File: src/rtl/ef_uart_pkg.sv
// Shared UART types and constants: receiver states, parity encodings, data-size limits.
// No logic of its own; imported by the RX engine, its bus interface and the TX side.
// Backpressure: not applicable.
package ef_uart_pkg;

    typedef enum logic [2:0] {
        ST_IDLE,
        ST_START,
        ST_DATA,
        ST_PARITY,
        ST_STOP1,
        ST_STOP2,
        ST_BRK_WAIT
    } rx_state_e;

    localparam logic [2:0] PAR_NONE   = 3'd0;
    localparam logic [2:0] PAR_ODD    = 3'd1;
    localparam logic [2:0] PAR_EVEN   = 3'd2;
    localparam logic [2:0] PAR_STICK0 = 3'd3;
    localparam logic [2:0] PAR_STICK1 = 3'd4;

    localparam int DEF_OVS = 16;
    localparam int DEF_MDW = 9;

    localparam logic [3:0] DS_MIN = 4'd5;

    function automatic logic [3:0] clamp_ds(input logic [3:0] ds, input logic [3:0] ds_max);
        if (ds < DS_MIN)
            return DS_MIN;
        else if (ds > ds_max)
            return ds_max;
        else
            return ds;
    endfunction

    function automatic logic [2:0] norm_parity(input logic [2:0] p);
        return (p > PAR_STICK1) ? PAR_NONE : p;
    endfunction

endpackage

File: src/rtl/ef_uart_rx_cfg_if.sv
// Holding-register handshake between the RX engine and its bus wrapper or RX FIFO.
// Latency: rd clears valid on the following clock edge.
// Backpressure: while valid is high and rd is low, newly completed frames are dropped.
interface ef_uart_rx_cfg_if #(
    parameter int MDW = ef_uart_pkg::DEF_MDW
) ();
    logic           rd;
    logic [MDW-1:0] data;
    logic           valid;
    logic           parity_err;
    logic           frame_err;

    modport master (output rd, input data, valid, parity_err, frame_err);
    modport slave  (input rd, output data, valid, parity_err, frame_err);
endinterface

File: src/rtl/ef_uart_tick_gen.sv
// Baud prescaler: emits one sample tick every prescale+1 clocks.
// Latency: tick is combinational from the counter; the counter restarts from 0 when en rises.
// Backpressure: none, free-running.
module ef_uart_tick_gen #(
    parameter int PSW = 16
) (
    input  logic           clk,
    input  logic           rst_n,
    input  logic           en,
    input  logic [PSW-1:0] prescale,
    output logic           tick
);
    logic [PSW-1:0] cnt_q;

    // >= rather than == so lowering prescale on the fly cannot strand the counter
    assign tick = en && (cnt_q >= prescale);

    always_ff @(posedge clk or negedge rst_n) begin
        if (!rst_n)
            cnt_q <= '0;
        else if (!en || cnt_q >= prescale)
            cnt_q <= '0;
        else
            cnt_q <= cnt_q + PSW'(1);
    end
endmodule

File: src/rtl/ef_uart_rx_cfg.sv
// Runtime-configurable UART receiver: 5..MDW data bits, 5 parity modes, 1/2 stop bits, break, timeout.
// Latency: a frame lands in the holding register at its last stop-bit sample point.
// Backpressure: single-entry holding register; a completed frame arriving while it is full (and not read) is dropped with an overrun pulse.
module ef_uart_rx_cfg
    import ef_uart_pkg::*;
#(
    parameter int MDW = DEF_MDW,
    parameter int OVS = DEF_OVS,
    parameter int PSW = 16,
    parameter int TOW = 6
) (
    input  logic           clk,
    input  logic           rst_n,
    input  logic           en,
    input  logic [PSW-1:0] prescale,
    input  logic [3:0]     data_size,
    input  logic [2:0]     parity_type,
    input  logic           stop_bits,
    input  logic [TOW-1:0] timeout_bits,
    input  logic           rx,
    ef_uart_rx_cfg_if.slave hold,
    output logic           break_det,
    output logic           overrun,
    output logic           timeout,
    output logic           busy
);
    localparam int              BCW        = $clog2(OVS);
    localparam logic [BCW-1:0]  SMP_A      = BCW'(OVS/2 - 1);
    localparam logic [BCW-1:0]  SMP_B      = BCW'(OVS/2);
    localparam logic [BCW-1:0]  SMP_C      = BCW'(OVS/2 + 1);
    localparam logic [BCW-1:0]  BIT_LAST   = BCW'(OVS - 1);
    // Ticks already spent in the synchroniser and edge detect when the start edge is seen
    localparam logic [BCW-1:0]  BIT_PRESET = BCW'(3);
    localparam logic [3:0]      DS_MAX     = 4'(MDW);

    logic           rx_s1, rx_s2, rx_q;
    logic           tick;
    rx_state_e      state_q, state_d;
    logic [BCW-1:0] bit_cnt;
    logic           smp_a, smp_b;
    logic [3:0]     ds_q, dcnt;
    logic [2:0]     par_q;
    logic           sb_q;
    logic [MDW-1:0] shreg;
    logic           par_acc, perr_q, ferr_q, zero_q;
    logic [TOW-1:0] idle_cnt;
    logic [MDW-1:0] data_q;
    logic           valid_q, pe_q, fe_q;
    logic           start_edge, samp_pt, maj, par_exp, done, brk_hit;

    ef_uart_tick_gen #(.PSW(PSW)) u_tick (
        .clk      (clk),
        .rst_n    (rst_n),
        .en       (en),
        .prescale (prescale),
        .tick     (tick)
    );

    assign start_edge = en && (state_q == ST_IDLE) && rx_q && !rx_s2;
    assign samp_pt    = tick && (bit_cnt == SMP_C);
    assign maj        = (smp_a & smp_b) | (smp_a & rx_s2) | (smp_b & rx_s2);

    always_comb begin
        par_exp = 1'b0;
        case (par_q)
            PAR_ODD:    par_exp = ~par_acc;
            PAR_EVEN:   par_exp = par_acc;
            PAR_STICK0: par_exp = 1'b0;
            PAR_STICK1: par_exp = 1'b1;
            default:    par_exp = 1'b0;
        endcase
    end

    always_ff @(posedge clk or negedge rst_n) begin
        if (!rst_n)
            state_q <= ST_IDLE;
        else
            state_q <= state_d;
    end

    always_comb begin
        state_d = state_q;
        done    = 1'b0;
        brk_hit = 1'b0;
        case (state_q)
            ST_IDLE:     if (start_edge) state_d = ST_START;
            ST_START:    if (samp_pt) state_d = maj ? ST_IDLE : ST_DATA;
            ST_DATA:     if (samp_pt && dcnt == ds_q - 4'd1)
                             state_d = (par_q != PAR_NONE) ? ST_PARITY : ST_STOP1;
            ST_PARITY:   if (samp_pt) state_d = ST_STOP1;
            ST_STOP1:    if (samp_pt) begin
                             if (!maj && zero_q) begin
                                 brk_hit = 1'b1;
                                 state_d = ST_BRK_WAIT;
                             end else if (sb_q) begin
                                 state_d = ST_STOP2;
                             end else begin
                                 done    = 1'b1;
                                 state_d = ST_IDLE;
                             end
                         end
            ST_STOP2:    if (samp_pt) begin
                             done    = 1'b1;
                             state_d = ST_IDLE;
                         end
            ST_BRK_WAIT: if (rx_s2) state_d = ST_IDLE;
            default:     state_d = ST_IDLE;
        endcase
        if (!en)
            state_d = ST_IDLE;
    end

    always_ff @(posedge clk or negedge rst_n) begin
        if (!rst_n) begin
            rx_s1   <= 1'b1;
            rx_s2   <= 1'b1;
            rx_q    <= 1'b1;
            bit_cnt <= '0;
            smp_a   <= 1'b1;
            smp_b   <= 1'b1;
            ds_q    <= 4'd8;
            par_q   <= PAR_NONE;
            sb_q    <= 1'b0;
            shreg   <= '0;
            dcnt    <= '0;
            par_acc <= 1'b0;
            perr_q  <= 1'b0;
            ferr_q  <= 1'b0;
            zero_q  <= 1'b0;
        end else begin
            rx_s1 <= rx;
            rx_s2 <= rx_s1;
            rx_q  <= rx_s2;

            if (!en)
                bit_cnt <= '0;
            else if (start_edge)
                bit_cnt <= BIT_PRESET;
            else if (done)
                bit_cnt <= '0;
            else if (tick)
                bit_cnt <= (bit_cnt == BIT_LAST) ? '0 : bit_cnt + BCW'(1);

            if (tick && bit_cnt == SMP_A) smp_a <= rx_s2;
            if (tick && bit_cnt == SMP_B) smp_b <= rx_s2;

            if (start_edge) begin
                ds_q    <= clamp_ds(data_size, DS_MAX);
                par_q   <= norm_parity(parity_type);
                sb_q    <= stop_bits;
                shreg   <= '0;
                dcnt    <= '0;
                par_acc <= 1'b0;
                perr_q  <= 1'b0;
                ferr_q  <= 1'b0;
                zero_q  <= 1'b1;
            end

            if (samp_pt) begin
                case (state_q)
                    ST_DATA: begin
                        for (int i = 0; i < MDW; i++)
                            if (dcnt == 4'(i)) shreg[i] <= maj;
                        dcnt    <= dcnt + 4'd1;
                        par_acc <= par_acc ^ maj;
                        if (maj) zero_q <= 1'b0;
                    end
                    ST_PARITY: begin
                        perr_q <= (maj != par_exp);
                        if (maj) zero_q <= 1'b0;
                    end
                    ST_STOP1: ferr_q <= !maj;
                    default: ;
                endcase
            end
        end
    end

    // Holding register, event pulses and idle-timeout counter
    always_ff @(posedge clk or negedge rst_n) begin
        if (!rst_n) begin
            data_q    <= '0;
            valid_q   <= 1'b0;
            pe_q      <= 1'b0;
            fe_q      <= 1'b0;
            overrun   <= 1'b0;
            break_det <= 1'b0;
            timeout   <= 1'b0;
            idle_cnt  <= '0;
        end else begin
            overrun   <= 1'b0;
            break_det <= brk_hit;
            timeout   <= 1'b0;

            if (done) begin
                if (!valid_q || hold.rd) begin
                    data_q  <= shreg;
                    pe_q    <= perr_q;
                    fe_q    <= ferr_q | ~maj;
                    valid_q <= 1'b1;
                end else begin
                    overrun <= 1'b1;
                end
            end else if (hold.rd && valid_q) begin
                valid_q <= 1'b0;
            end

            // Saturating count means the pulse fires once until the counter is cleared
            if (!en || start_edge || hold.rd || !valid_q) begin
                idle_cnt <= '0;
            end else if (state_q == ST_IDLE && tick && bit_cnt == BIT_LAST && idle_cnt != '1) begin
                idle_cnt <= idle_cnt + TOW'(1);
                timeout  <= (timeout_bits != '0) && (idle_cnt + TOW'(1) == timeout_bits);
            end
        end
    end

    assign hold.data       = data_q;
    assign hold.valid      = valid_q;
    assign hold.parity_err = pe_q;
    assign hold.frame_err  = fe_q;
    assign busy            = (state_q != ST_IDLE);

endmodule

File: src/flat_wrapper.sv
// flat-port wrapper written by rule: the top's interface ports become plain ports
module ef_uart_rx_cfg_flat import ef_uart_pkg::*;
#(
    parameter int MDW = DEF_MDW,
    parameter int OVS = DEF_OVS,
    parameter int PSW = 16,
    parameter int TOW = 6
)
  (clk, rst_n, en, prescale, data_size, parity_type, stop_bits, timeout_bits, rx, break_det, overrun, timeout, busy, hold_rd, hold_data, hold_valid, hold_parity_err, hold_frame_err);
  ef_uart_rx_cfg_if #(.MDW(MDW)) hold_i ();
  input  logic clk;
  input  logic rst_n;
  input  logic en;
  input  logic [PSW-1:0] prescale;
  input  logic [3:0] data_size;
  input  logic [2:0] parity_type;
  input  logic stop_bits;
  input  logic [TOW-1:0] timeout_bits;
  input  logic rx;
  output logic break_det;
  output logic overrun;
  output logic timeout;
  output logic busy;
  input wire logic [$bits(hold_i.rd)-1:0] hold_rd;
  output wire logic [$bits(hold_i.data)-1:0] hold_data;
  output wire logic [$bits(hold_i.valid)-1:0] hold_valid;
  output wire logic [$bits(hold_i.parity_err)-1:0] hold_parity_err;
  output wire logic [$bits(hold_i.frame_err)-1:0] hold_frame_err;
  assign hold_i.rd = hold_rd;
  assign hold_data = hold_i.data;
  assign hold_valid = hold_i.valid;
  assign hold_parity_err = hold_i.parity_err;
  assign hold_frame_err = hold_i.frame_err;
  ef_uart_rx_cfg #(.MDW(MDW), .OVS(OVS), .PSW(PSW), .TOW(TOW)) u_core (.clk(clk), .rst_n(rst_n), .en(en), .prescale(prescale), .data_size(data_size), .parity_type(parity_type), .stop_bits(stop_bits), .timeout_bits(timeout_bits), .rx(rx), .hold(hold_i), .break_det(break_det), .overrun(overrun), .timeout(timeout), .busy(busy));
endmodule
File: config.mk
export PLATFORM = sky130hd
export DESIGN_NAME = ef_uart_rx_cfg_flat
export DESIGN_NICKNAME = d
export VERILOG_FILES = /design/src/rtl/ef_uart_pkg.sv /design/src/rtl/ef_uart_rx_cfg_if.sv /design/src/rtl/ef_uart_tick_gen.sv /design/src/rtl/ef_uart_rx_cfg.sv /design/src/flat_wrapper.sv
export SDC_FILE = /design/constraint.sdc
export NUM_CORES = 1
export LEC_CHECK = 0
export CORE_MARGIN = 2
export CORE_UTILIZATION = 45
export CTS_BUF_LIST = sky130_fd_sc_hd__clkbuf_4
export DETAILED_ROUTE_END_ITERATION = 10
export GPL_ROUTABILITY_DRIVEN = 0
export PLACE_DENSITY = 0.75
export RECOVER_POWER = 100
export SYNTH_ARGS = -nofsm -noshare
export SYNTH_HDL_FRONTEND = slang
export SYNTH_SLANG_ARGS = --single-unit
File: constraint.sdc
create_clock -name clk -period 8.9 [get_ports clk]
set_input_delay 1.78 -clock clk [delete_from_list [all_inputs] [get_ports clk]]
set_output_delay 1.78 -clock clk [all_outputs]
set_load 0.02 [all_outputs]
==> impl_results.md, run 1 <==
- Outcome: finished, violations left
- Violated checks: capacitance limit, slew limit
- Inserted Diodes: 0
- Gate count of the mapped netlist: 444
- Die height: 102 um
- Syn_area_per_cell: 9.66 sq um
- Asr flop ratio synth: 100%
- Fmax achieved: 149 MHz
- Core region area: 9240 sq um
- Period minus WS final: 6.69 ns
- Mapped Area: 4290 sq um
- Post-Route WL: 8.44 mm
- Wire length per cell: 13.5 um
- Row Count: 35
- Mapped Nets: 505
- RSZ-0062 raised after global routing: no
- CP Cell Sequence: dlygate4sd3_1 > inv_1 > ha_1 > nand4_1 > or4_1 > o32a_1 > and2_0 > nor4b_1 > mux2_2
- Leak: 2.33 nW
- Initial cell density of the core: 46.4%
- Slew margin rel.: -151%
- Area share of the largest cell type after synthesis: 39.7%
- Antenna-violating nets left: 0
- Via count: 3320
- Setup crit end kind: flop
- WHS: 0.368 ns
- Most frequent cell after synthesis: dfrtp_1
- Pwr/cell area: 154 nW/um^2
- Fillers: 838
- Hold Crit Class: reg2reg
- Max incr delay on CP: 2.43 ns
- Post-DR vias/cell: 5.31
- CP Max Fanout: 11
- Met2 Use GR: 28.3%
- Die area: 10300 sq um
- Top cells by area, synth: dfrtp_1 (40%), ha_1 (7.6%), nand2_1 (4.8%), mux2i_1 (4.7%), dfstp_2 (3.7%)
- TritonCTS clock tree: built
- Fin nets: 552
- I/O pins: 51
- Buffers added on ports: 50
- Maxcap violations: 2
- GRT busiest layer: met2
- Sum Neg Setup Slack: 0 ns
- Kind of critical path: in2reg
- Final setup vio count: 0
- Post-detailed-route DRC marker count: 0
- Synth warn: 0
- Post-synth EDFFs: 0
- Worst path slowest cell: nor4b_1
- Layout cells sized above 1: 7.86%
- Post-CTS Setup Repair Bufs: 0
- Synth cell count leaders: dfrtp_1 (68), nand2_1 (55), nor2_1 (39)
- Area Growth Syn to Fin: 16.1%
- Root Buffer: clkbuf_4
- Max Slew Vio Count: 87
- Synthesized flop and latch total: 74
- Clock Sinks: 74
- H-tree lvl count: 3
- Final Skew: 0.0162 ns
- CTS Buffer Depth: 2
- Clock transition at path regs: 0.11 ns
- Critical Path RT: 9.21 ns
- Worst vdd ir: 0.0978 mV
- Seq/Total Area, Yosys: 43.3%
- Startpoint types: primary input
- DP HPWL: 6.21 mm
- GRT overflow: 0
- Netlist cell types: 53
- Clock Latency Late Sink: 0.42 ns
- Die Span X: 102 um
- Worst EP arrival: 7.00 ns
- First-pass iteration count of the detailed router: 4
- Period utilisation layout: 75.2%
- Yosys top cell by area: dfrtp_1
- Gr usage total: 17.2%
- Post-CTS resize count: 0
- Met1 Use GR: 22.4%
- Worst-Margin Slew: 3.77 ns
- GR Util met3: 4.00%
- Vias in the first global route: 3223
- Drt initial violations: 232
- Post-CTS Hold Fix Bufs: 0
- Final hold vios: 0
- Initial antenna violation count: 0
- Largest net degree at the start of global routing: 75
- Synth Flop Type: dfrtp_1
- First-pass GRT wire length: 14.4 mm
- CTS buffer count: 9
==> cell type report <==
type	count	area, sq um	share of cell area [%]
Clock buffer	10	75.1	1.51
Sequential cell	74	1860	37.3
Timing Repair Buffer	52	507	10.2
Clock inverter	6	57.6	1.16
Tap cell	129	161	3.24
Inverter	28	105	2.11
Multi-Input combinational cell	326	2220	44.5
==> final timing paths <==
path	start	end	slack, ns	cells after the start
hold / removal	u_core.rx_s1	u_core.rx_s2	0.37	0
max in group asynchronous	rst_n	u_core.bit_cnt[0]	4.01	2
setup reg to reg	u_core.u_tick.cnt_q[13]	u_core.hold.data[1]	3.73	7
hold reg to reg	u_core.rx_s1	u_core.rx_s2	0.37	0
min in group asynchronous	rst_n	u_core.u_tick.cnt_q[2]	2.74	2
setup / recovery	prescale[13]	u_core.hold.data[1]	2.21	9
==> routing by layer <==
layer  share of wire, %  vias up
met3                4.8       16
met5                  0        -
met1                 48     1576
li1                   -     1640
met4                1.7        0
met2                 46       88
==> cell families (layout without fill, tap and decap cells) <==
logic type / count (synthesis) / in the layout / share of synthesized area [%]
and+or+nand+nor: 171 / 171 / 19.4
DFF: 74 / 74 / 43.3
AOI/OAI and AO/OA: 62 / 62 / 9.27
buffers and inverters: 44 / 96 / 4.49
muxes: 35 / 35 / 9.39
xor gates and xnor gates: 31 / 31 / 6.33
adders and majority gates: 27 / 27 / 7.82
==> where the power goes <==
group          internal [mW]  switching, mW
clock                 0.0866          0.114
sequential             0.363         0.0340
combinational         0.0814         0.0911
==> flip-flops by register name (all words and copies together), names as in the netlist, 3 cells and up <==
| name | count |
|---|---|
| u_core.bit_cnt | 4 |
| u_core.dcnt | 4 |
| u_core.ds_q | 4 |
| u_core.hold.data | 9 |
| u_core.idle_cnt | 6 |
| u_core.par_q | 3 |
| u_core.shreg | 9 |
| u_core.state_q | 3 |
| u_core.u_tick.cnt_q | 16 |
==> placed cells by master, fill, tap and decap left out, drive strengths merged, types with 3 or more instances in the layout <==
cell type,count
dfstp,6
nand2,55
dfrtp,68
a211oi,6
nand2b,5
clkbuf,11
or3,4
mux2i,20
a21oi,20
nor3,7
nor2b,7
dlygate4sd3,20
nand3,21
nor2,39
nand4,9
mux2,15
ha,26
o21ai,17
xnor2,18
clkdlybuf4s50,29
inv,28
and2,3
xor2,13
clkinv,4
and3,10
==> per-stage QoR <==
stage | power (mW) | area (sq um) | worst slack [ns] | instances | util [%]
3_5_place_dp | 0.579 | 4870 | 3.51 | 609 | 52.8
4_1_cts | 0.780 | 5010 | 3.96 | 625 | 54.2
6_report | 0.770 | 4980 | 2.21 | 625 | 53.9
5_1_grt | 0.819 | 4980 | 1.99 | 625 | 53.9
2_1_floorplan | 0.521 | 4290 | 4.57 | 444 | -
3_3_place_gp | 0.574 | 4870 | 3.63 | 609 | 52.8
==> worst max-delay path: cells and delay by family <==
kind / cells / cell delay, ns
AND/OR/NAND/NOR: 4 / 3.42
adder cells (fa/ha/maj): 1 / 0.29
multiplexers: 1 / 0.49
AO/OA/AOI/OAI: 1 / 0.42
buffers and inverters: 2 / 0.59
Power figures use the tool's default switching activity.
==> run 2: changes to the inputs <==
- PLACE_DENSITY: 0.75 -> 0.77
- clock period: 8.9 -> 5.4 ns (I/O delays scaled with it)
==> impl_results.md, run 2 (same netlist as run 1, synthesis figures left out) <==
- Gr usage total: 18.0% (was 17.2%)
- Vias in the first global route: 3254 (was 3223)
- Initial cell density of the core: 46.4% (unchanged)
- CP Max Fanout: 18 (was 11)
- Post-CTS resize count: 0 (unchanged)
- Slew margin rel.: -41.7% (was -151%)
- Startpoint types: primary input (unchanged)
- TritonCTS clock tree: built (unchanged)
- Kind of critical path: in2reg (unchanged)
- Placed Cells: 609 (unchanged)
- Die Span X: 102 um (unchanged)
- Violated checks: capacitance limit, slew limit (unchanged)
- Hold Path Stages: 0 (unchanged)
- Total power: 1.24 mW (was 0.770 mW)
- Worst EP arrival: 4.73 ns (was 7.00 ns)
- Largest net degree at the start of global routing: 41 (was 75)
- First-pass GRT wire length: 14.8 mm (was 14.4 mm)
- Setup crit end kind: flop (unchanged)
- Via count: 3288 (was 3320)
- Post-Route WL: 8.61 mm (was 8.44 mm)
- Clock Latency Late Sink: 0.43 ns (was 0.42 ns)
- Layout cells sized above 1: 6.45% (was 7.86%)
- Fin nets: 552 (unchanged)
- Commonest non-fill, non-tap cell in the layout: dfrtp_1 (unchanged)
- Drt initial violations: 254 (was 232)
- Antenna-violating nets left: 0 (unchanged)
- Most frequent cells in the layout: dfrtp_1 (68), nand2_1 (55), nor2_1 (39), clkdlybuf4s50_1 (31), inv_1 (28) (was dfrtp_1 (68), nand2_1 (55), nor2_1 (39), clkdlybuf4s50_1 (29), inv_1 (28))
- Worst-Margin Slew: 2.13 ns (was 3.77 ns)
- Period utilisation layout: 81.3%
- Die height: 102 um (unchanged)
- I/O pins: 51 (unchanged)
- Inserted Diodes: 0 (unchanged)
- Fmax achieved: 228 MHz
- Buffers added on ports: 50 (unchanged)
- DP HPWL: 6.49 mm (was 6.21 mm)
- Post-DR vias/cell: 5.26 (was 5.31)
- CTS Buffer Depth: 2 (unchanged)
- Root Buffer: clkbuf_4 (unchanged)
- Final cell count without fillers: 625 (unchanged)
- Maxcap violations: 2 (unchanged)
- Biggest register: u_core.u_tick.cnt_q (unchanged)
- Worst vdd ir: 0.166 mV (was 0.0978 mV)
- CTS buffer count: 9 (unchanged)
- H-tree lvl count: 3 (unchanged)
- Sum Neg Setup Slack: 0 ns (unchanged)
- Clock Sinks: 74 (unchanged)
- Hold Crit Class: reg2reg (unchanged)
- Final setup vio count: 0 (unchanged)
- Critical Path RT: 5.74 ns (was 9.21 ns)
- Period minus WS final: 4.39 ns
- Leak: 2.33 nW (about the same)
- Cells on worst reg2reg path: 7 (unchanged)
- Max Slew Vio Count: 77 (was 87)
- Die area: 10300 sq um (unchanged)
- Max reg flops: 16 (unchanged)
- Post-CTS Setup Repair Bufs: 0 (unchanged)
- RSZ-0062 raised after global routing: no (unchanged)
- Outcome: finished, violations left (unchanged)
- Utilization after layout: 53.5% (was 53.9%)
- First-pass iteration count of the detailed router: 4 (unchanged)
- Pwr/cell area: 252 nW/um^2 (was 154 nW/um^2)
- Post-detailed-route DRC marker count: 0 (unchanged)
- Post-CTS Hold Fix Bufs: 0 (unchanged)
- Core region area: 9240 sq um (unchanged)
- Final worst setup slack: 1.01 ns (was 2.21 ns)
- Wire length per cell: 13.8 um (was 13.5 um)
- Final hold vios: 0 (unchanged)
- Clock transition at path regs: 0.13 ns (was 0.11 ns)
- Initial antenna violation count: 0 (unchanged)
- Area Growth Syn to Fin: 15.2% (was 16.1%)
- Worst slack at placement: 1.12 ns (was 3.51 ns)
- Row Count: 35 (unchanged)
- Final Skew: 0.0141 ns (was 0.0162 ns)
- GRT overflow: 0 (unchanged)
-- run 2: path summary, 6_finish.rpt --
check / start / to / slack (ns)
min in group asynchronous: rst_n / u_core.u_tick.cnt_q[3] / 1.13
min: u_core.rx_s1 / u_core.rx_s2 / 0.37
min reg2reg: u_core.rx_s1 / u_core.rx_s2 / 0.37
max: prescale[11] / u_core.timeout / 1.01
max in group asynchronous: rst_n / u_core.u_tick.cnt_q[8] / 1.50
max reg2reg: u_core.u_tick.cnt_q[9] / u_core.timeout / 1.79
-- run 2: routing by layer --
| layer | vias up | track usage (%) | share of wire [%] |
|---|---|---|---|
| li1 | 1632 | - | - |
| met5 | - | 0 | 0 |
| met1 | 1572 | 23.5 | 47 |
| met2 | 71 | 30.1 | 48 |
| met3 | 13 | 2.97 | 3.6 |
| met4 | 0 | 6.86 | 1.6 |
-- run 2: through the flow --
| step | cell area [sq um] | hold slack [ns] |
|---|---|---|
| after floorplan | 4290 | 0.345 |
| after global placement | 4870 | 0.348 |
| after detailed placement | 4870 | 0.349 |
| after CTS | 4990 | 0.366 |
| after global routing | 4940 | 0.378 |
| final | 4940 | 0.371 |
-- run 2: worst max-delay path, cell delays in order --
cell and delay, ns:
dlygate4sd3_1 0.53, inv_1 0.05, ha_1 0.31, nand4_1 0.14, or4_1 0.52, o32a_1 0.42, a21oi_1 1.04, nand2_1 0.29
nor4_1 0.34
-- run 2: cell type report --
class | count | area [sq um]
Fill cell | 838 | 4300
Multi-Input combinational cell | 326 | 2200
Sequential cell | 74 | 1860
Timing Repair Buffer | 52 | 502
Tap cell | 129 | 161
Inverter | 28 | 105
Clock buffer | 10 | 75.1
Clock inverter | 6 | 42.5
-- run 2: where the power goes --
part | internal [mW] | switching, mW | leakage (nW) | total (mW)
Sequential | 0.598 | 0.0580 | 0.986 | 0.656
Clock | 0.100 | 0.203 | 0.0628 | 0.303
Combinational | 0.134 | 0.151 | 1.28 | 0.286
